$ cat src/rtl/indicator_lamp_driver_pkg.sv
// Shared vehicle encodings: turn/gear codes from the control FSM, lamp FSM states
// and the one-hot gear display patterns.
package vehicle_pkg;

    typedef enum logic [1:0] {
        TURN_NONE    = 2'b00,
        TURN_LEFT    = 2'b01,
        TURN_INVALID = 2'b10,
        TURN_RIGHT   = 2'b11
    } turn_state_e;

    typedef enum logic [1:0] {
        GEAR_LOCK    = 2'b00,
        GEAR_PARK    = 2'b01,
        GEAR_REVERSE = 2'b10,
        GEAR_FORWARD = 2'b11
    } gear_state_e;

    typedef enum logic [1:0] {
        LAMP_IDLE,
        LAMP_LEFT,
        LAMP_RIGHT,
        LAMP_HAZARD
    } lamp_state_e;

    localparam logic [2:0] GEAR_DISP_NONE    = 3'b000;
    localparam logic [2:0] GEAR_DISP_PARK    = 3'b001;
    localparam logic [2:0] GEAR_DISP_REVERSE = 3'b010;
    localparam logic [2:0] GEAR_DISP_FORWARD = 3'b100;

    function automatic logic [2:0] gear_display(input logic ignition, input gear_state_e gear);
        logic [2:0] disp;
        disp = GEAR_DISP_NONE;
        if (ignition) begin
            case (gear)
                GEAR_PARK:    disp = GEAR_DISP_PARK;
                GEAR_REVERSE: disp = GEAR_DISP_REVERSE;
                GEAR_FORWARD: disp = GEAR_DISP_FORWARD;
                default:      disp = GEAR_DISP_NONE;
            endcase
        end
        return disp;
    endfunction

endpackage

$ cat src/rtl/indicator_lamp_driver_if.sv
// Control-FSM/body-I/O bundle for the lamp driver; master drives requests,
// slave (the driver) returns lamp and dashboard outputs.
interface indicator_lamp_driver_if;

    logic       _switch;
    logic       _hazard;
    logic [1:0] _turnState;
    logic [1:0] _gearState;
    logic       _leftLamp;
    logic       _rightLamp;
    logic       _reverseLamp;
    logic [2:0] _gearDisplay;
    logic       _clickPulse;

    modport master (
        output _switch, _hazard, _turnState, _gearState,
        input  _leftLamp, _rightLamp, _reverseLamp, _gearDisplay, _clickPulse
    );

    modport slave (
        input  _switch, _hazard, _turnState, _gearState,
        output _leftLamp, _rightLamp, _reverseLamp, _gearDisplay, _clickPulse
    );

endinterface

$ cat src/rtl/indicator_lamp_driver_blink_timer.sv
// Half-period blink timer: on/off phase with restart-to-on and an on->off strobe.
// o_phase_next exposes the value the phase register takes at the coming edge.
module blink_timer #(
    parameter int unsigned BLINK_HALF_PERIOD = 50
) (
    input  logic i_clk,
    input  logic i_rst_n,
    input  logic i_enable,
    input  logic i_restart,
    output logic o_phase,
    output logic o_phase_next,
    output logic o_off_strobe
);

    localparam int unsigned    CW   = (BLINK_HALF_PERIOD > 1) ? $clog2(BLINK_HALF_PERIOD) : 1;
    localparam logic [CW-1:0]  TERM = CW'(BLINK_HALF_PERIOD - 1);

    logic [CW-1:0] r_cnt;
    logic [CW-1:0] w_cnt_next;
    logic          r_phase;
    logic          w_phase_next;
    logic          w_terminal;

    always_comb begin
        w_terminal   = (r_cnt == TERM);
        w_cnt_next   = '0;
        w_phase_next = 1'b0;
        if (i_enable && i_restart) begin
            w_phase_next = 1'b1;
        end else if (i_enable) begin
            if (w_terminal) begin
                w_phase_next = ~r_phase;
            end else begin
                w_cnt_next   = r_cnt + CW'(1);
                w_phase_next = r_phase;
            end
        end
    end

    always_ff @(posedge i_clk or negedge i_rst_n) begin
        if (!i_rst_n) begin
            r_cnt   <= '0;
            r_phase <= 1'b0;
        end else begin
            r_cnt   <= w_cnt_next;
            r_phase <= w_phase_next;
        end
    end

    assign o_phase      = r_phase;
    assign o_phase_next = w_phase_next;
    assign o_off_strobe = i_enable & ~i_restart & w_terminal & r_phase;

endmodule

$ cat src/rtl/indicator_lamp_driver.sv
// Lamp/dashboard back end: turn, hazard and comfort flashing FSM, click pulse,
// reverse lamp and one-hot gear display, all outputs registered.
module indicator_lamp_driver
    import vehicle_pkg::*;
#(
    parameter int unsigned BLINK_HALF_PERIOD = 50,
    parameter int unsigned MIN_FLASHES       = 3
) (
    input  logic                    clock,
    input  logic                    _resetN,
    indicator_lamp_driver_if.slave  bus
);

    localparam int unsigned   FW        = $clog2(MIN_FLASHES + 1);
    localparam logic [FW-1:0] FLASH_MAX = FW'(MIN_FLASHES);

    lamp_state_e   r_state;
    lamp_state_e   w_next_state;
    turn_state_e   w_turn;
    logic [FW-1:0] r_flash;
    logic          w_restart;
    logic          w_enable;
    logic          w_phase;
    logic          w_phase_next;
    logic          w_off_strobe;
    logic          w_left_next;
    logic          w_right_next;
    logic          r_left;
    logic          r_right;
    logic          r_click;
    logic          r_reverse;
    logic [2:0]    r_gear_disp;

    assign w_turn = turn_state_e'(bus._turnState);

    always_comb begin
        w_next_state = LAMP_IDLE;
        if (bus._hazard) begin
            w_next_state = LAMP_HAZARD;
        end else if (!bus._switch) begin
            w_next_state = LAMP_IDLE;
        end else if (w_turn == TURN_LEFT) begin
            w_next_state = LAMP_LEFT;
        end else if (w_turn == TURN_RIGHT) begin
            w_next_state = LAMP_RIGHT;
        end else if ((r_state == LAMP_LEFT || r_state == LAMP_RIGHT) &&
                     !(r_flash >= FLASH_MAX && !w_phase)) begin
            // Comfort flashing: hold direction until enough flashes and the lamp is off
            w_next_state = r_state;
        end
    end

    // Any change into an active state starts a fresh on-phase and flash count
    assign w_enable  = (w_next_state != LAMP_IDLE);
    assign w_restart = w_enable && (w_next_state != r_state);

    blink_timer #(
        .BLINK_HALF_PERIOD(BLINK_HALF_PERIOD)
    ) u_blink_timer (
        .i_clk        (clock),
        .i_rst_n      (_resetN),
        .i_enable     (w_enable),
        .i_restart    (w_restart),
        .o_phase      (w_phase),
        .o_phase_next (w_phase_next),
        .o_off_strobe (w_off_strobe)
    );

    assign w_left_next  = w_phase_next && (w_next_state == LAMP_LEFT  || w_next_state == LAMP_HAZARD);
    assign w_right_next = w_phase_next && (w_next_state == LAMP_RIGHT || w_next_state == LAMP_HAZARD);

    always_ff @(posedge clock or negedge _resetN) begin
        if (!_resetN) begin
            r_state     <= LAMP_IDLE;
            r_flash     <= '0;
            r_left      <= 1'b0;
            r_right     <= 1'b0;
            r_click     <= 1'b0;
            r_reverse   <= 1'b0;
            r_gear_disp <= GEAR_DISP_NONE;
        end else begin
            r_state <= w_next_state;
            if (!w_enable || w_restart) begin
                r_flash <= '0;
            end else if (w_off_strobe && r_flash != FLASH_MAX) begin
                r_flash <= r_flash + FW'(1);
            end
            r_left      <= w_left_next;
            r_right     <= w_right_next;
            r_click     <= (w_left_next != r_left) || (w_right_next != r_right);
            r_reverse   <= bus._switch && (gear_state_e'(bus._gearState) == GEAR_REVERSE);
            r_gear_disp <= gear_display(bus._switch, gear_state_e'(bus._gearState));
        end
    end

    assign bus._leftLamp    = r_left;
    assign bus._rightLamp   = r_right;
    assign bus._reverseLamp = r_reverse;
    assign bus._gearDisplay = r_gear_disp;
    assign bus._clickPulse  = r_click;

endmodule
$ cat src/flat_wrapper.sv
// flat-port wrapper written by rule: the top's interface ports become plain ports
module indicator_lamp_driver_flat import vehicle_pkg::*;
#(
    parameter int unsigned BLINK_HALF_PERIOD = 50,
    parameter int unsigned MIN_FLASHES       = 3
)
  (clock, _resetN, bus__switch, bus__hazard, bus__turnState, bus__gearState, bus__leftLamp, bus__rightLamp, bus__reverseLamp, bus__gearDisplay, bus__clickPulse);
  indicator_lamp_driver_if bus_i ();
  input  logic clock;
  input  logic _resetN;
  input wire logic [$bits(bus_i._switch)-1:0] bus__switch;
  input wire logic [$bits(bus_i._hazard)-1:0] bus__hazard;
  input wire logic [$bits(bus_i._turnState)-1:0] bus__turnState;
  input wire logic [$bits(bus_i._gearState)-1:0] bus__gearState;
  output wire logic [$bits(bus_i._leftLamp)-1:0] bus__leftLamp;
  output wire logic [$bits(bus_i._rightLamp)-1:0] bus__rightLamp;
  output wire logic [$bits(bus_i._reverseLamp)-1:0] bus__reverseLamp;
  output wire logic [$bits(bus_i._gearDisplay)-1:0] bus__gearDisplay;
  output wire logic [$bits(bus_i._clickPulse)-1:0] bus__clickPulse;
  assign bus_i._switch = bus__switch;
  assign bus_i._hazard = bus__hazard;
  assign bus_i._turnState = bus__turnState;
  assign bus_i._gearState = bus__gearState;
  assign bus__leftLamp = bus_i._leftLamp;
  assign bus__rightLamp = bus_i._rightLamp;
  assign bus__reverseLamp = bus_i._reverseLamp;
  assign bus__gearDisplay = bus_i._gearDisplay;
  assign bus__clickPulse = bus_i._clickPulse;
  indicator_lamp_driver #(.BLINK_HALF_PERIOD(BLINK_HALF_PERIOD), .MIN_FLASHES(MIN_FLASHES)) u_core (.clock(clock), ._resetN(_resetN), .bus(bus_i));
endmodule
$ cat config.mk
export PLATFORM = sky130hd
export DESIGN_NAME = indicator_lamp_driver_flat
export DESIGN_NICKNAME = d
export VERILOG_FILES = /design/src/rtl/indicator_lamp_driver_pkg.sv /design/src/rtl/indicator_lamp_driver_if.sv /design/src/rtl/indicator_lamp_driver_blink_timer.sv /design/src/rtl/indicator_lamp_driver.sv /design/src/flat_wrapper.sv
export SDC_FILE = /design/constraint.sdc
export NUM_CORES = 1
export LEC_CHECK = 0
export CAP_MARGIN = 20
export CORE_MARGIN = 2
export CORE_UTILIZATION = 50
export CTS_BUF_LIST = sky130_fd_sc_hd__clkbuf_4 sky130_fd_sc_hd__clkbuf_8 sky130_fd_sc_hd__clkbuf_16
export DETAILED_ROUTE_END_ITERATION = 7
export PLACE_DENSITY = 0.86
export SLEW_MARGIN = 20
export SYNTH_ARGS = -nofsm -noshare
export SYNTH_HDL_FRONTEND = slang
export SYNTH_SLANG_ARGS = --single-unit
$ cat constraint.sdc
create_clock -name clock -period 2.6 [get_ports clock]
set_clock_uncertainty 0.2 [all_clocks]
set_input_delay 0.39 -clock clock [delete_from_list [all_inputs] [get_ports clock]]
set_output_delay 0.39 -clock clock [all_outputs]
set_load 0.005 [all_outputs]
=== Word level (Yosys, flattened, before mapping) ===
Cells that the tools add are included.

* Bits in registers: 18
* Bits of input ports: 8
* Logic and storage cells: 65

* $add $sub $neg: 2
* Order comparisons: 1
* Equality and inequality tests: 15
* Multiplexer cells: 15
* Bitwise logic cells: 5
* Reduce and logical (&&, ||, !) cells: 18

{| class="wikitable"
|+ Operator list
! operator !! number
|-
| two-way mux 6 bit || 3
|-
| two-way mux 2 bit || 7
|-
| equality test 2 bit (second input constant) || 6
|-
| case mux 3 bit (3 select lines) || 1
|-
| equality test 2 x 1 -> 1 bit (second input constant) || 4
|-
| logical AND 1 bit || 8
|-
| adder 6 x 1 -> 6 bit (second input constant) || 1
|-
| equality test 6 bit (second input constant) || 1
|-
| logical OR 1 bit || 5
|-
| nonzero test 2 bit || 2
|-
| bitwise AND 1 bit || 3
|-
| logical NOT 1 bit || 3
|-
| two-way mux 1 bit || 3
|-
| two-way mux 3 bit || 1
|-
| adder 2 x 1 -> 2 bit (second input constant) || 1
|-
| greater-or-equal comparator 2 bit (second input constant) || 1
|-
| inequality test 1 bit || 2
|-
| inequality test 2 bit || 1
|-
| inequality test 2 bit (second input constant) || 1
|-
| NOT 1 bit || 2
|}

=== Logic depth before layout (Yosys ltp) ===
Gate-level depths: netlist of the first run.

* Depth in word-level cells: 18
* Gate-level depth with buffers: 8
* Depth with buffers taken out: 8

=== Hierarchy ===
From an unflattened synthesis of the first run, not the netlist that was laid out.

* Cells, all modules: 95
* Area total of the unflattened synthesis: 942.2 sq um

{| class="wikitable"
|+ Modules (own cells, without submodules)
! module !! times used !! cells an instance !! area an instance (sq um) !! seq. area each (sq um)
|-
| indicator_lamp_driver || 1 || 62 || 605.6 || 250.2
|-
| blink_timer || 1 || 33 || 336.6 || 175.2
|}

=== Worst setup path after synthesis of the first run ===
Ideal clock, no wire load.

* Path type: register to register
* Start point: register u_core.r_flash[0]
* End point: register u_core.r_click (netlist: u_core.bus._clickPulse)
* Arrival time: 1627 ps
* Slack: 679 ps
* Stages on the path, launching flop included: 8
* Buffers on the path: 0
* Period minus slack after synthesis: 1921 ps
* Cell sequence: dfrtp_1 -> ha_1 -> nor2b_4 -> or3_4 -> nor2_1 -> a21oi_1 -> o211a_1 -> a221oi_2

* Longest elaborated chain between the ends: 16
* Elaborated cells on any way between the ends: 25
* Classes of those cells: 1 x order compare; 6 x eq/ne; 7 x mux; 11 x reduce/logical

{| class="wikitable"
|+ RTL lines
! what !! RTL line !! RTL
|-
| start: declaration || indicator_lamp_driver.sv:20 || <nowiki>logic [FW-1:0] r_flash;</nowiki>
|-
| start signal: assignment || indicator_lamp_driver.sv:86 || <nowiki>r_flash <= r_flash + FW'(1);</nowiki>
|-
| greater-or-equal comparator 2 bit * || indicator_lamp_driver.sv:47 || <nowiki>!(r_flash >= FLASH_MAX && !w_phase)) begin</nowiki>
|-
| logical AND 1 bit * || indicator_lamp_driver.sv:47 ||
|-
| logical NOT 1 bit * || indicator_lamp_driver.sv:47 ||
|-
| logical AND 1 bit * || indicator_lamp_driver.sv:46 || <nowiki>end else if ((r_state == LAMP_LEFT || r_state == LAMP_RIGHT) &&</nowiki>
|-
| two-way mux 2 bit * || indicator_lamp_driver.sv:46 ||
|-
| two-way mux 2 bit * || indicator_lamp_driver.sv:44 || <nowiki>end else if (w_turn == TURN_RIGHT) begin</nowiki>
|-
| two-way mux 2 bit * || indicator_lamp_driver.sv:42 || <nowiki>end else if (w_turn == TURN_LEFT) begin</nowiki>
|-
| two-way mux 2 bit * || indicator_lamp_driver.sv:40 || <nowiki>end else if (!bus._switch) begin</nowiki>
|-
| two-way mux 2 bit * || indicator_lamp_driver.sv:38 || <nowiki>if (bus._hazard) begin</nowiki>
|-
| inequality test 2 bit / nonzero test 2 bit (equally long branches) || indicator_lamp_driver.sv:55, indicator_lamp_driver.sv:54 ||
|-
| logical AND 1 bit || indicator_lamp_driver.sv:55 || <nowiki>assign w_restart = w_enable && (w_next_state != r_state);</nowiki>
|-
| logical AND 1 bit || indicator_lamp_driver_blink_timer.sv:28 || <nowiki>if (i_enable && i_restart) begin</nowiki>
|-
| two-way mux 1 bit || indicator_lamp_driver_blink_timer.sv:28 ||
|-
| logical AND 1 bit, on equally long branches || indicator_lamp_driver.sv:69, indicator_lamp_driver.sv:70 ||
|-
| inequality test 1 bit || indicator_lamp_driver.sv:90 || <nowiki>r_click <= (w_left_next != r_left) || (w_right_next != r_right);</nowiki>
|-
| logical OR 1 bit * || indicator_lamp_driver.sv:90 ||
|-
| end signal: assignment || indicator_lamp_driver.sv:90 ||
|-
| end: declaration || indicator_lamp_driver.sv:30 || <nowiki>logic r_click;</nowiki>
|}

Mark *: on every way between the ends. The rest lies on a longest branch, timed or not.
A chain may end at the register's enable or synchronous reset.

=== Worst setup path after layout of the first run ===
* Start point: input bus__turnState[0]
* End point: register u_core.r_click (netlist: u_core.bus._clickPulse)

* Longest elaborated chain between the ends: 12
* Elaborated cells on any way between the ends: 22
* Classes of those cells: 8 x eq/ne; 6 x mux; 8 x reduce/logical

{| class="wikitable"
|+ RTL lines
! what !! RTL line !! RTL
|-
| start: declaration || flat_wrapper.sv:13 || <nowiki>input wire logic [$bits(bus_i._turnState)-1:0] bus__turnState;</nowiki>
|-
| equality test 2 bit || indicator_lamp_driver.sv:44 ||
|-
| two-way mux 2 bit || indicator_lamp_driver.sv:44 ||
|-
| two-way mux 2 bit * || indicator_lamp_driver.sv:42 ||
|-
| two-way mux 2 bit * || indicator_lamp_driver.sv:40 ||
|-
| two-way mux 2 bit * || indicator_lamp_driver.sv:38 ||
|-
| via u_core.w_next_state[0] || indicator_lamp_driver.sv:18 || <nowiki>lamp_state_e w_next_state;</nowiki>
|-
| inequality test 2 bit / nonzero test 2 bit (equally long branches) || indicator_lamp_driver.sv:55, indicator_lamp_driver.sv:54 ||
|-
| logical AND 1 bit || indicator_lamp_driver.sv:55 ||
|-
| logical AND 1 bit || indicator_lamp_driver_blink_timer.sv:28 ||
|-
| two-way mux 1 bit || indicator_lamp_driver_blink_timer.sv:28 ||
|-
| logical AND 1 bit, on equally long branches || indicator_lamp_driver.sv:69, indicator_lamp_driver.sv:70 ||
|-
| inequality test 1 bit || indicator_lamp_driver.sv:90 ||
|-
| logical OR 1 bit * || indicator_lamp_driver.sv:90 ||
|}

Mark *: on every way through the listed nets, which the timed path passes. The rest lies on a longest branch.

==> results.sh, run 1 <==
export IMPL_syn_num_nets=112
export IMPL_cts_tree="done"
export IMPL_slowest_delay_ps=570
export IMPL_clkSinkCount=17
export IMPL_ir_drop_uv=262
export IMPL_numCtsBuffers=3
export IMPL_pin_count=15
export IMPL_pre_cts_slack_ps=146
export IMPL_die_w_um=48.4
export IMPL_clk_pin_slew_ps=90
export IMPL_drt_wirelength_per_cell_um=13.3
export IMPL_synthAdderAreaFrac=0.0382
export IMPL_reg2reg_from="u_core.r_flash[0]"
export IMPL_placement_rows=16
export IMPL_worstPathRequired_ps=2580
export IMPL_ys_seq_elements=17
export IMPL_whs_endpoint="u_core.u_blink_timer.r_cnt[0]"
export IMPL_dieArea_sq_um=2340
export IMPL_drc=0
export IMPL_synth_edf_count=0
export IMPL_async_reset_ff_frac=1.00
export IMPL_grt_setup_unrepaired="no"
export IMPL_yosys_top_cells_count="18 x nor2_1, 17 x dfrtp_1, 10 x nand2_1"
export IMPL_r2r_end="u_core.bus._clickPulse"
export IMPL_cp_num_buf_inv=2
export IMPL_nets=131
export IMPL_wirelength_mm=1.95
export IMPL_timing_hold_worst_start="u_core.u_blink_timer.r_cnt[0]"
export IMPL_firstDrtPassIters=4
export IMPL_htreeDepth=1
export IMPL_critPathArrivalTime_ps=2140
export IMPL_hold_path_class="reg -> reg"
export IMPL_seq_area_frac_synth=0.433
export IMPL_r2r_cells=7
export IMPL_vias_per_cell=5.40
export IMPL_min_path_cells=1
export IMPL_placedCellCount=142
export IMPL_fin_area_sq_um=1180
export IMPL_grt_max_degree=18
export IMPL_layout_setup_ws_ps=441
export IMPL_p_per_area_nw_per_um2=483
export IMPL_cp_top_family="simple AND/OR/NAND/NOR gates"
export IMPL_overflow=0
export IMPL_grt_antenna_before_repair=0
export IMPL_ctsRootBufferMaster="clkbuf_4"
export IMPL_area_growth_pct=20.0
export IMPL_worst_pin_slew_ps=721
export IMPL_post_cts_resize_count=0
export IMPL_first_global_vias=851
export IMPL_finalHoldViolations=0
export IMPL_rrSetupSlack_ps=490
export IMPL_drive_gt1_frac=0.168
export IMPL_synth_simple_area_share=0.249
export IMPL_tns_ps=0
export IMPL_die_y_um=48.4
export IMPL_core_area_sq_um=1900
export IMPL_final_period_utilization=0.830
export IMPL_yosysMostFrequentCell="nor2_1"
export IMPL_insertion_delay_ps=290
export IMPL_yosys_cell_types_count=38
export IMPL_clock_path_buffers=2
export IMPL_ys_warn_count=0
export IMPL_cp_max_fo=5
export IMPL_synth_compound_area_frac=0.150
export IMPL_synth_area_leader_cell="dfrtp_1"
export IMPL_post_cts_setup_buffers=0
export IMPL_synth_xor_area_share=0.0623
export IMPL_slew_headroom=0.518
export IMPL_antenna_cells=0
export IMPL_grt_pass1_wl_mm=3.61
export IMPL_grtUsageTotal=0.199
export IMPL_syn_inst=101
export IMPL_dr_total_vias=789
export IMPL_ant_nets=0
export IMPL_p_leak_nw=0.514
export IMPL_synth_area_leaders="dfrtp_1 43%, nor2_1 6.9%, ha_1 3.8%, nand2_1 3.8%, xnor2_1 3.6%"
export IMPL_finalWorstPathRequiredPeriod_ps=2160
export IMPL_synth_top_cell_area_share=0.433
export IMPL_max_freq_mhz=463
export IMPL_hold_buffers=0
export IMPL_synth_mux_area_fraction=0.0102
export IMPL_crit_chain="clkdlybuf4s50_1 > nand2b_1 > nor3_2 > a21oi_2 > inv_2 > or4b_4 > o41ai_2 > a221oi_2"
export IMPL_ys_flop_type="dfrtp_1"
export IMPL_setup_viol=0
export IMPL_drv_cap=0
export IMPL_cp_num_cells=8
export IMPL_avgSynthCellArea_sq_um=9.74
export IMPL_drv_slew=0
export IMPL_synth_top_family_by_area="simple AND/OR/NAND/NOR gates"
export IMPL_drt_iter0_drc=12
export IMPL_crit_type="in -> reg"
export IMPL_gp_congestion=0.888
export IMPL_fin_cells=146
export IMPL_dp_hpwl_mm=1.51
export IMPL_end_kind="register"
export IMPL_critPathSlowestCell="clkdlybuf4s50_1"
export IMPL_port_buffers=14
export IMPL_syn_area_sq_um=983
export IMPL_cp_start_kind="primary input"
export IMPL_initial_core_util=0.517
export IMPL_dpl_cell_area_sq_um=1150
export IMPL_outcome="completed"
## kinds of logic after synthesis
logic type | count (synthesis)
fa+ha+maj | 3
buf+inv | 9
xor+xnor | 7
compound gates | 18
flops | 17
simple gates | 46
mux | 1
## how the worst max path moves through the flow
stage | start | end | slack (ps)
after floorplan | u_core.r_flash[0] | u_core.bus._clickPulse | 680
after global placement | bus__switch | u_core.u_blink_timer.r_cnt[5] | 230
after detailed placement | bus__turnState[0] | u_core.bus._clickPulse | 150
after CTS | bus__turnState[0] | u_core.bus._clickPulse | 460
after global routing | bus__switch | u_core.u_blink_timer.r_cnt[2] | 330
final | bus__turnState[0] | u_core.bus._clickPulse | 440
## layer usage
metal / wire, um / track usage
met5: 0 / 0
met4: 56 / 0.138
met3: 88 / 0.0432
met2: 943 / 0.326
met1: 856 / 0.232
## report_power, final
| part | total [mW] | internal [mW] | switching (mW) |
|---|---|---|---|
| logic | 0.119 | 0.0630 | 0.0558 |
| registers | 0.298 | 0.279 | 0.0186 |
| clock network | 0.153 | 0.0703 | 0.0825 |
## registers in the layout (all words and copies together) (netlist names)
register / cells
u_core.r_state: 2
u_core.r_flash: 2
u_core.u_blink_timer.r_cnt: 6
u_core.u_blink_timer.o_phase: 1
u_core.bus._clickPulse: 1
u_core.bus._rightLamp: 1
u_core.bus._leftLamp: 1
u_core.bus._gearDisplay: 3
## worst register-to-register path: stages (launching register included)
cell and delay (ps):
dfrtp_1 410, ha_1 230, nor2b_4 140, or3_4 340, o21ai_1 280, nand2_1 110
o41ai_2 230, a221oi_2 50
## stage by stage
step	hold slack [ps]	power, mW	utilization
after floorplan	-106	0.369	-
after global placement	275	0.415	0.605
after detailed placement	299	0.422	0.605
after CTS	311	0.572	0.620
after global routing	350	0.600	0.620
final	304	0.570	0.620
## cell usage in the layout (no fill, tap or decap), types with 2 or more instances in the layout
cell type	netlist	layout
buf_4	2	4
nand3_1	2	2
xnor2_1	4	4
inv_1	3	3
nand2_1	10	10
nor2b_1	2	2
inv_2	2	2
clkdlybuf4s50_1	0	14
o22ai_1	2	2
clkbuf_4	0	4
a21oi_1	4	4
ha_1	3	3
nor2_1	18	18
nand2b_1	3	3
dfrtp_1	17	17
o211a_1	2	2
xor2_1	3	3
## area by class of cell
cell class	instances	area [sq um]
Sequential cell	17	425
Clock buffer	4	30.0
Inverter	5	18.8
Fill cell	163	722
Multi-Input combinational cell	75	502
Tap cell	27	33.8
Timing Repair Buffer	18	170
Power figures use the tool's default switching activity.
==> inputs of run 2 (changes only) <==
==> constraint.sdc (replaced) <==
create_clock -name clock -period 2.08 [get_ports clock]
set_clock_uncertainty 0.2 [all_clocks]
set_input_delay 0.312 -clock clock [delete_from_list [all_inputs] [get_ports clock]]
set_output_delay 0.312 -clock clock [all_outputs]
set_load 0.005 [all_outputs]
==> results.sh, run 2 (synthesis results as in run 1) <==
export IMPL_fin_hold_ws_ps=157
export IMPL_hold_path_class="in -> async"
export IMPL_p_per_area_nw_per_um2=575
export IMPL_cts_tree="done"
export IMPL_busiest_layer="met2"
export IMPL_nets=141
export IMPL_htreeDepth=1
export IMPL_grtUsageTotal=0.193
export IMPL_numCtsBuffers=3
export IMPL_grt_antenna_before_repair=0
export IMPL_switching_share=0.270
export IMPL_drv_cap=0
export IMPL_dp_hpwl_mm=1.55
export IMPL_die_y_um=48.4
export IMPL_power_mw=0.727
export IMPL_placement_rows=16
export IMPL_grt_max_degree=18
export IMPL_seq_area_sq_um=425
export IMPL_fillers=148
export IMPL_finalHoldViolations=0
export IMPL_dieArea_sq_um=2340
export IMPL_worst_pin_slew_ps=395
export IMPL_port_buffers=14
export IMPL_final_period_utilization=0.974
export IMPL_clkSinkCount=17
export IMPL_multiInputGateArea_sq_um=508
export IMPL_drt_wirelength_per_cell_um=13.3
export IMPL_p_leak_nw=0.573
export IMPL_ir_drop_uv=392
export IMPL_pin_count=15
export IMPL_ctsRootBufferMaster="clkbuf_4"
export IMPL_wirelength_mm=2.07
export IMPL_clk_pin_slew_ps=100
export IMPL_drc=0
export IMPL_critPathArrivalTime_ps=1990
export IMPL_clock_path_buffers=2
export IMPL_startpoint="u_core.r_flash[1]"
export IMPL_finalWorstPathRequiredPeriod_ps=2030
export IMPL_rrSetupSlack_ps=50
export IMPL_layout_setup_ws_ps=54.7
export IMPL_firstDrtPassIters=4
export IMPL_setup_viol=0
export IMPL_die_w_um=48.4
export IMPL_first_global_vias=796
export IMPL_internal_power_mw=0.531
export IMPL_cp_start_kind="register"
export IMPL_grtUsageMet1=0.224
export IMPL_antenna_cells=0
export IMPL_outcome="completed"
export IMPL_largest_reg_flops=6
export IMPL_p_seq_frac=0.513
export IMPL_met3_usage=0.0432
export IMPL_ant_nets=0
export IMPL_reg2reg_from="u_core.r_flash[1]"
export IMPL_overflow=0
export IMPL_mostFrequentLayoutCells="18 x nor2_1, 17 x dfrtp_1, 14 x buf_4, 13 x clkdlybuf4s50_1, 10 x nand2_1"
export IMPL_p_clk_frac=0.256
export IMPL_core_area_sq_um=1900
export IMPL_p_sw_mw=0.197
export IMPL_layout_commonest_cell="nor2_1"
export IMPL_area_growth_pct=28.5
export IMPL_drv_slew=0
export IMPL_dr_total_vias=806
export IMPL_pre_cts_slack_ps=-210
export IMPL_end_kind="register"
export IMPL_slew_headroom=0.733
export IMPL_hold_buffers=0
export IMPL_largest_register="u_core.u_blink_timer.r_cnt"
export IMPL_gp_congestion=0.879
export IMPL_drt_iter0_drc=9
export IMPL_insertion_delay_ps=290
export IMPL_vias_per_cell=5.17
export IMPL_worstPathRequired_ps=2050
export IMPL_drive_gt1_frac=0.248
export IMPL_cp_max_fo=4
export IMPL_crit_type="reg -> reg"
export IMPL_fin_util=0.664
export IMPL_pwr_share_comb=0.231
export IMPL_grt_pass1_wl_mm=3.50
export IMPL_max_freq_mhz=494
export IMPL_initial_core_util=0.517
export IMPL_grt_util_met2=0.333
==> run 2: cell count changes in the layout (fill, tap and decap cells not counted), sizes merged <==
| cell | before | now |
|---|---|---|
| buf | 4 | 14 |
| dlymetal6s2s | 0 | 1 |
| clkdlybuf4s50 | 14 | 13 |
==> run 2: repair_timing <==
action,in CTS,in global routing
resized for setup,0,3
setup endpoints to repair,0,7
hold endpoints to repair,0,0
buffers inserted,0,1
==> run 2: path summary, 6_finish.rpt <==
path	endpoint	cells past startpoint
max	u_core.bus._clickPulse	8
min	u_core.u_blink_timer.r_cnt[3]	2
max reg2reg	u_core.bus._clickPulse	8
max in group asynchronous	u_core.bus._clickPulse	2
min in group clock	u_core.u_blink_timer.o_phase	3
min reg2reg	u_core.u_blink_timer.r_cnt[0]	1
==> run 2: metrics by stage <==
| stage | setup TNS [ps] | instance area (sq um) | instances |
|---|---|---|---|
| after CTS | 0 | 1250 | 155 |
| after detailed placement | -1560 | 1220 | 151 |
| after floorplan | 0 | 983 | 101 |
| after global placement | -1690 | 1220 | 151 |
| final | 0 | 1260 | 156 |
| after global routing | -52.0 | 1260 | 156 |
==> run 2: per-layer routing <==
| layer | wire length (um) | vias up |
|---|---|---|
| met1 | 940 | 380 |
| met3 | 83 | 5 |
| met5 | 0 | - |
| met2 | 1000 | 20 |
| met4 | 45 | 0 |
| li1 | - | 401 |
==> run 2: critical path, stage by stage, from the launching register on <==
cell and delay (ps):
dfrtp_1 370, ha_1 180, nor2b_4 200, nor3_2 80
a21oi_2 200, inv_2 60, or4b_4 480, o41ai_2 70
a221oi_2 50
==> run 2: cell type report <==
type,count,area share
Tap cell,27,0.0267
Sequential cell,17,0.337
Timing Repair Buffer,28,0.196
Multi-Input combinational cell,75,0.402
Clock buffer,4,0.0238
Inverter,5,0.0149
==> run 2: power groups by stage <==
stage	registers (mW)	clock network, mW	logic [mW]
2_1_floorplan	0.373	0	0.0881
3_3_place_gp	0.377	0	0.161
3_5_place_dp	0.379	0	0.166
4_1_cts	0.372	0.190	0.167
5_1_grt	0.377	0.199	0.184
6_report	0.373	0.186	0.168
==> inputs of run 3 (changes only) <==
--- a/config.mk
+++ b/config.mk
@@ -11,6 +11,7 @@
 export CTS_BUF_LIST = sky130_fd_sc_hd__clkbuf_4 sky130_fd_sc_hd__clkbuf_8 sky130_fd_sc_hd__clkbuf_16
 export DETAILED_ROUTE_END_ITERATION = 7
 export PLACE_DENSITY = 0.86
+export SKIP_LAST_GASP = 1
 export SLEW_MARGIN = 20
 export SYNTH_ARGS = -nofsm -noshare
 export SYNTH_HDL_FRONTEND = slang
==> results of run 3 <==
Same layout as run 2: the final DEF is identical, and so are final timing and power.
==> variant 1, RTL diff (flow settings as in run 1) <==
`MIN_FLASHES` is set to 3 in 2 places; all go to 6.
--- a/src/rtl/indicator_lamp_driver.sv
+++ b/src/rtl/indicator_lamp_driver.sv
@@ -4,7 +4,7 @@
     import vehicle_pkg::*;
 #(
     parameter int unsigned BLINK_HALF_PERIOD = 50,
-    parameter int unsigned MIN_FLASHES       = 3
+    parameter int unsigned MIN_FLASHES       = 6
 ) (
     input  logic                    clock,
     input  logic                    _resetN,
--- a/src/flat_wrapper.sv
+++ b/src/flat_wrapper.sv
@@ -2,7 +2,7 @@
 module indicator_lamp_driver_flat import vehicle_pkg::*;
 #(
     parameter int unsigned BLINK_HALF_PERIOD = 50,
-    parameter int unsigned MIN_FLASHES       = 3
+    parameter int unsigned MIN_FLASHES       = 6
 )
   (clock, _resetN, bus__switch, bus__hazard, bus__turnState, bus__gearState, bus__leftLamp, bus__rightLamp, bus__reverseLamp, bus__gearDisplay, bus__clickPulse);
   indicator_lamp_driver_if bus_i ();
Check against the original RTL: no difference found for any inputs over 10 cycles, from zero or initial values and one cycle with _resetN low; that may be too few to reach the edited logic, so the function may still have changed.
==> variant 1 against run 1 <==
  * Wire length rose by 19%
  * Fmax fell by 5.1%
  * Sequential cell count rose by 1
  * Power rose by 9.6%
  * Setup slack got worse by 0.12 ns
  * Design area rose by 9.5%
  * Area after synthesis rose by 11%
  * Die area rose by 10%
  * Synthesized cell count rose by 16%
  * Via count rose by 17%
  * Critical path type is now register to register
  * Largest cell class unchanged
  * Highest routed layer unchanged
==> variant 1: results (changes against run 1) <==
Adder-cell share of the synthesized area: 4.58% (+0.76 points)
Non-clk bufs: 16 (-2)
Critical Path AT: 2.27 ns (+0.13 ns)
Vias in the first global route: 903 (+6.1%)
Synth top area share: 41.2% (-2.1 points)
Avg Inst Size Synth: 9.35 um^2 (-4.0%)
Invs w/o clock: 6 (+1)
Multi-input logic cell count: 88 (+17%)
Total routed wirelength: 2320 um (+19%)
Footprint of the multi-input gates: 594 um^2 (+18%)
Final GP Congestion: 0.891 (+0.33%)
Post-Synthesis Net Count: 129 (+15%)
Mux contribution to synthesized area: 1.83% (+0.81 points)
Peak VDD IR: 0.000271 V (+3.4%)
Nets: 145 (+11%)
Synth top cells by count: dfrtp_1 (18), nand2_1 (12), nor2_1 (12)
Place WS: 0.0747 ns (-0.0716 ns)
Leak Pwr: 0.570 nW (+11%)
Yosys reg bits: 18 (+1)
Share of layout cells above drive strength 1: 9.09% (-7.7 points)
Largest net degree at the start of global routing: 19 (+1)
Fillers: 170 (+4.3%)
Iteration-0 DRC Markers: 30 (+18)
Routed length per placed instance: 14.6 um (+9.6%)
R2R setup slack: 0.33 ns (-0.16 ns)
Total placed instance area: 1260 um^2 (+9.2%)
Status: complete, no violations
Complex-gate fraction of the synthesized area: 12.2% (-2.8 points)
Worst-margin pin slew: 0.783 ns (+0.0612 ns)
Via count: 920 (+17%)
Non-clock buffer share: 12.0% (-2.4 points)
XOR/XNOR Fraction of Synth Area: 8.01% (+1.8 points)
[variant 1: critical path, stage by stage, from the launching register on]
cell and delay, ns:
dfrtp_1 0.40, inv_1 0.06, ha_1 0.21, nor2_1 0.22
o21ai_2 0.14, o211a_2 0.25, or4_1 0.41, a32o_1 0.28
[variant 1: report_power, final]
group | switching [mW] | internal (mW) | leakage (nW) | total (mW)
logic | 0.0628 | 0.0660 | 0.317 | 0.129
clock network | 0.0899 | 0.0855 | 0.0210 | 0.175
registers | 0.0227 | 0.297 | 0.232 | 0.320
total | 0.175 | 0.449 | 0.570 | 0.624
[variant 1: worst min path at each step]
| stage | start | end | slack [ns] | cells after the start |
|---|---|---|---|---|
| after floorplan | _resetN | u_core.bus._clickPulse$_DFF_PN0_ | -0.11 | 0 |
| after global placement | u_core.u_blink_timer.r_cnt[0]$_DFF_PN0_ | u_core.u_blink_timer.r_cnt[0]$_DFF_PN0_ | 0.29 | 1 |
| after detailed placement | u_core.u_blink_timer.r_cnt[0]$_DFF_PN0_ | u_core.u_blink_timer.r_cnt[0]$_DFF_PN0_ | 0.30 | 1 |
| after CTS | u_core.u_blink_timer.r_cnt[0]$_DFF_PN0_ | u_core.u_blink_timer.r_cnt[0]$_DFF_PN0_ | 0.32 | 1 |
| after global routing | u_core.u_blink_timer.r_cnt[0]$_DFF_PN0_ | u_core.u_blink_timer.r_cnt[0]$_DFF_PN0_ | 0.35 | 1 |
| final | u_core.u_blink_timer.r_cnt[0]$_DFF_PN0_ | u_core.u_blink_timer.r_cnt[0]$_DFF_PN0_ | 0.32 | 1 |
[variant 1: per-layer routing]
metal / vias to the layer above / wire length (um) / global-route usage [%]
met5: - / 0 / 0
met4: 0 / 78 / 14.4
met3: 7 / 89 / 1.79
met2: 28 / 1230 / 34.4
met1: 447 / 922 / 25.5
li1: 438 / - / -
==> variant 2, RTL diff (settings of run 1) <==
Without the edit above. The 4 states of `lamp_state_e` get a one-hot encoding in 4 bits.
--- a/src/rtl/indicator_lamp_driver_pkg.sv
+++ b/src/rtl/indicator_lamp_driver_pkg.sv
@@ -16,11 +16,11 @@
         GEAR_FORWARD = 2'b11
     } gear_state_e;
 
-    typedef enum logic [1:0] {
-        LAMP_IDLE,
-        LAMP_LEFT,
-        LAMP_RIGHT,
-        LAMP_HAZARD
+    typedef enum logic [3:0] {
+        LAMP_IDLE   = 4'b0001,
+        LAMP_LEFT   = 4'b0010,
+        LAMP_RIGHT  = 4'b0100,
+        LAMP_HAZARD = 4'b1000
     } lamp_state_e;
 
     localparam logic [2:0] GEAR_DISP_NONE    = 3'b000;
Formal check against the unedited RTL: no difference found for any inputs over 10 cycles, from zero or initial values and one cycle with _resetN low; not proved beyond that.
==> variant 2 against run 1 <==
  * Count of clock-buffer cells in the layout down 1
  * Wire length down 0.26%
  * Design area up 2.3%
  * Power down 1.1%
  * Fmax up 0.94%
  * Non-clock buffer count unchanged
  * Setup slack better by 0.020 ns
  * Sequential cell count up 2
  * Area after synthesis up 2.0%
  * Highest routed layer unchanged
==> variant 2: results (changes against run 1) <==
Status: complete, no violations
Final GP Congestion: 0.873 (-1.7%)
Top cells by area, synth: dfrtp_1 (45%), nor2_1 (7.5%), ha_1 (3.7%)
Complex-gate fraction of the synthesized area: 10.6% (-4.4 points)
Die span in x: 48.8 um (+0.93%)
Worst-margin pin slew: 0.369 ns (-0.352 ns)
Met1 wire length: 801 um (-6.4%)
M2 GR Usage: 30.8% (-1.8 points)
Fillers: 168 (+3.1%)
Vias in the first global route: 738 (-13%)
Clk Latency, worst-skew pair: 0.31 ns (+0.02 ns)
Routed length per placed instance: 13.5 um (+1.1%)
Reg2reg path depth: 8 (+1)
R2R setup slack: 0.47 ns (-0.02 ns)
Routed length on met2: 994 um (+5.4%)
Multi-input logic cell count: 74 (-1.3%)
Clock buffers: 3 (-1)
XOR/XNOR Fraction of Synth Area: 6.11% (-0.12 points)
Leak Pwr: 0.519 nW (+0.99%)
Max incr delay on CP: 0.53 ns (-0.04 ns)
Adder-cell share of the synthesized area: 3.74% (-0.076 points)
Post-Synthesis Net Count: 110 (-1.8%)
Clock Power Share: 27.1% (+0.3 points)
Layout clock area frac: 2.28% (-0.27 points)
GRT Overall Usage: 18.5% (-1.4 points)
==> variant 2: cell types whose count changed in the layout (fill, tap and decap cells not counted), sizes merged, moves of 2 or more <==
cell and change:
a21oi -2, inv -3, nand2 -4, nand4 +2
nor2 +3, nor3 -2, nor3b +3, o211a -2
o22ai -2, o41ai -2
==> variant 2: metrics by stage <==
| stage | std cells | hold WS, ns | total power [mW] | worst slack (ns) |
|---|---|---|---|---|
| final | 144 | 0.194 | 0.563 | 0.461 |
| after global routing | 144 | 0.224 | 0.589 | 0.327 |
| after global placement | 140 | 0.274 | 0.414 | 0.177 |
| after CTS | 144 | 0.190 | 0.572 | 0.469 |
| after floorplan | 99 | -0.106 | 0.372 | 0.613 |
| after detailed placement | 140 | 0.284 | 0.416 | 0.157 |
==> variant 2: worst max-delay path: cells and delay by family <==
kind,cells,cell delay (ns)
and+or+nand+nor,3,0.75
AOI/OAI and AO/OA,3,0.35
buffers and inverters,2,0.70
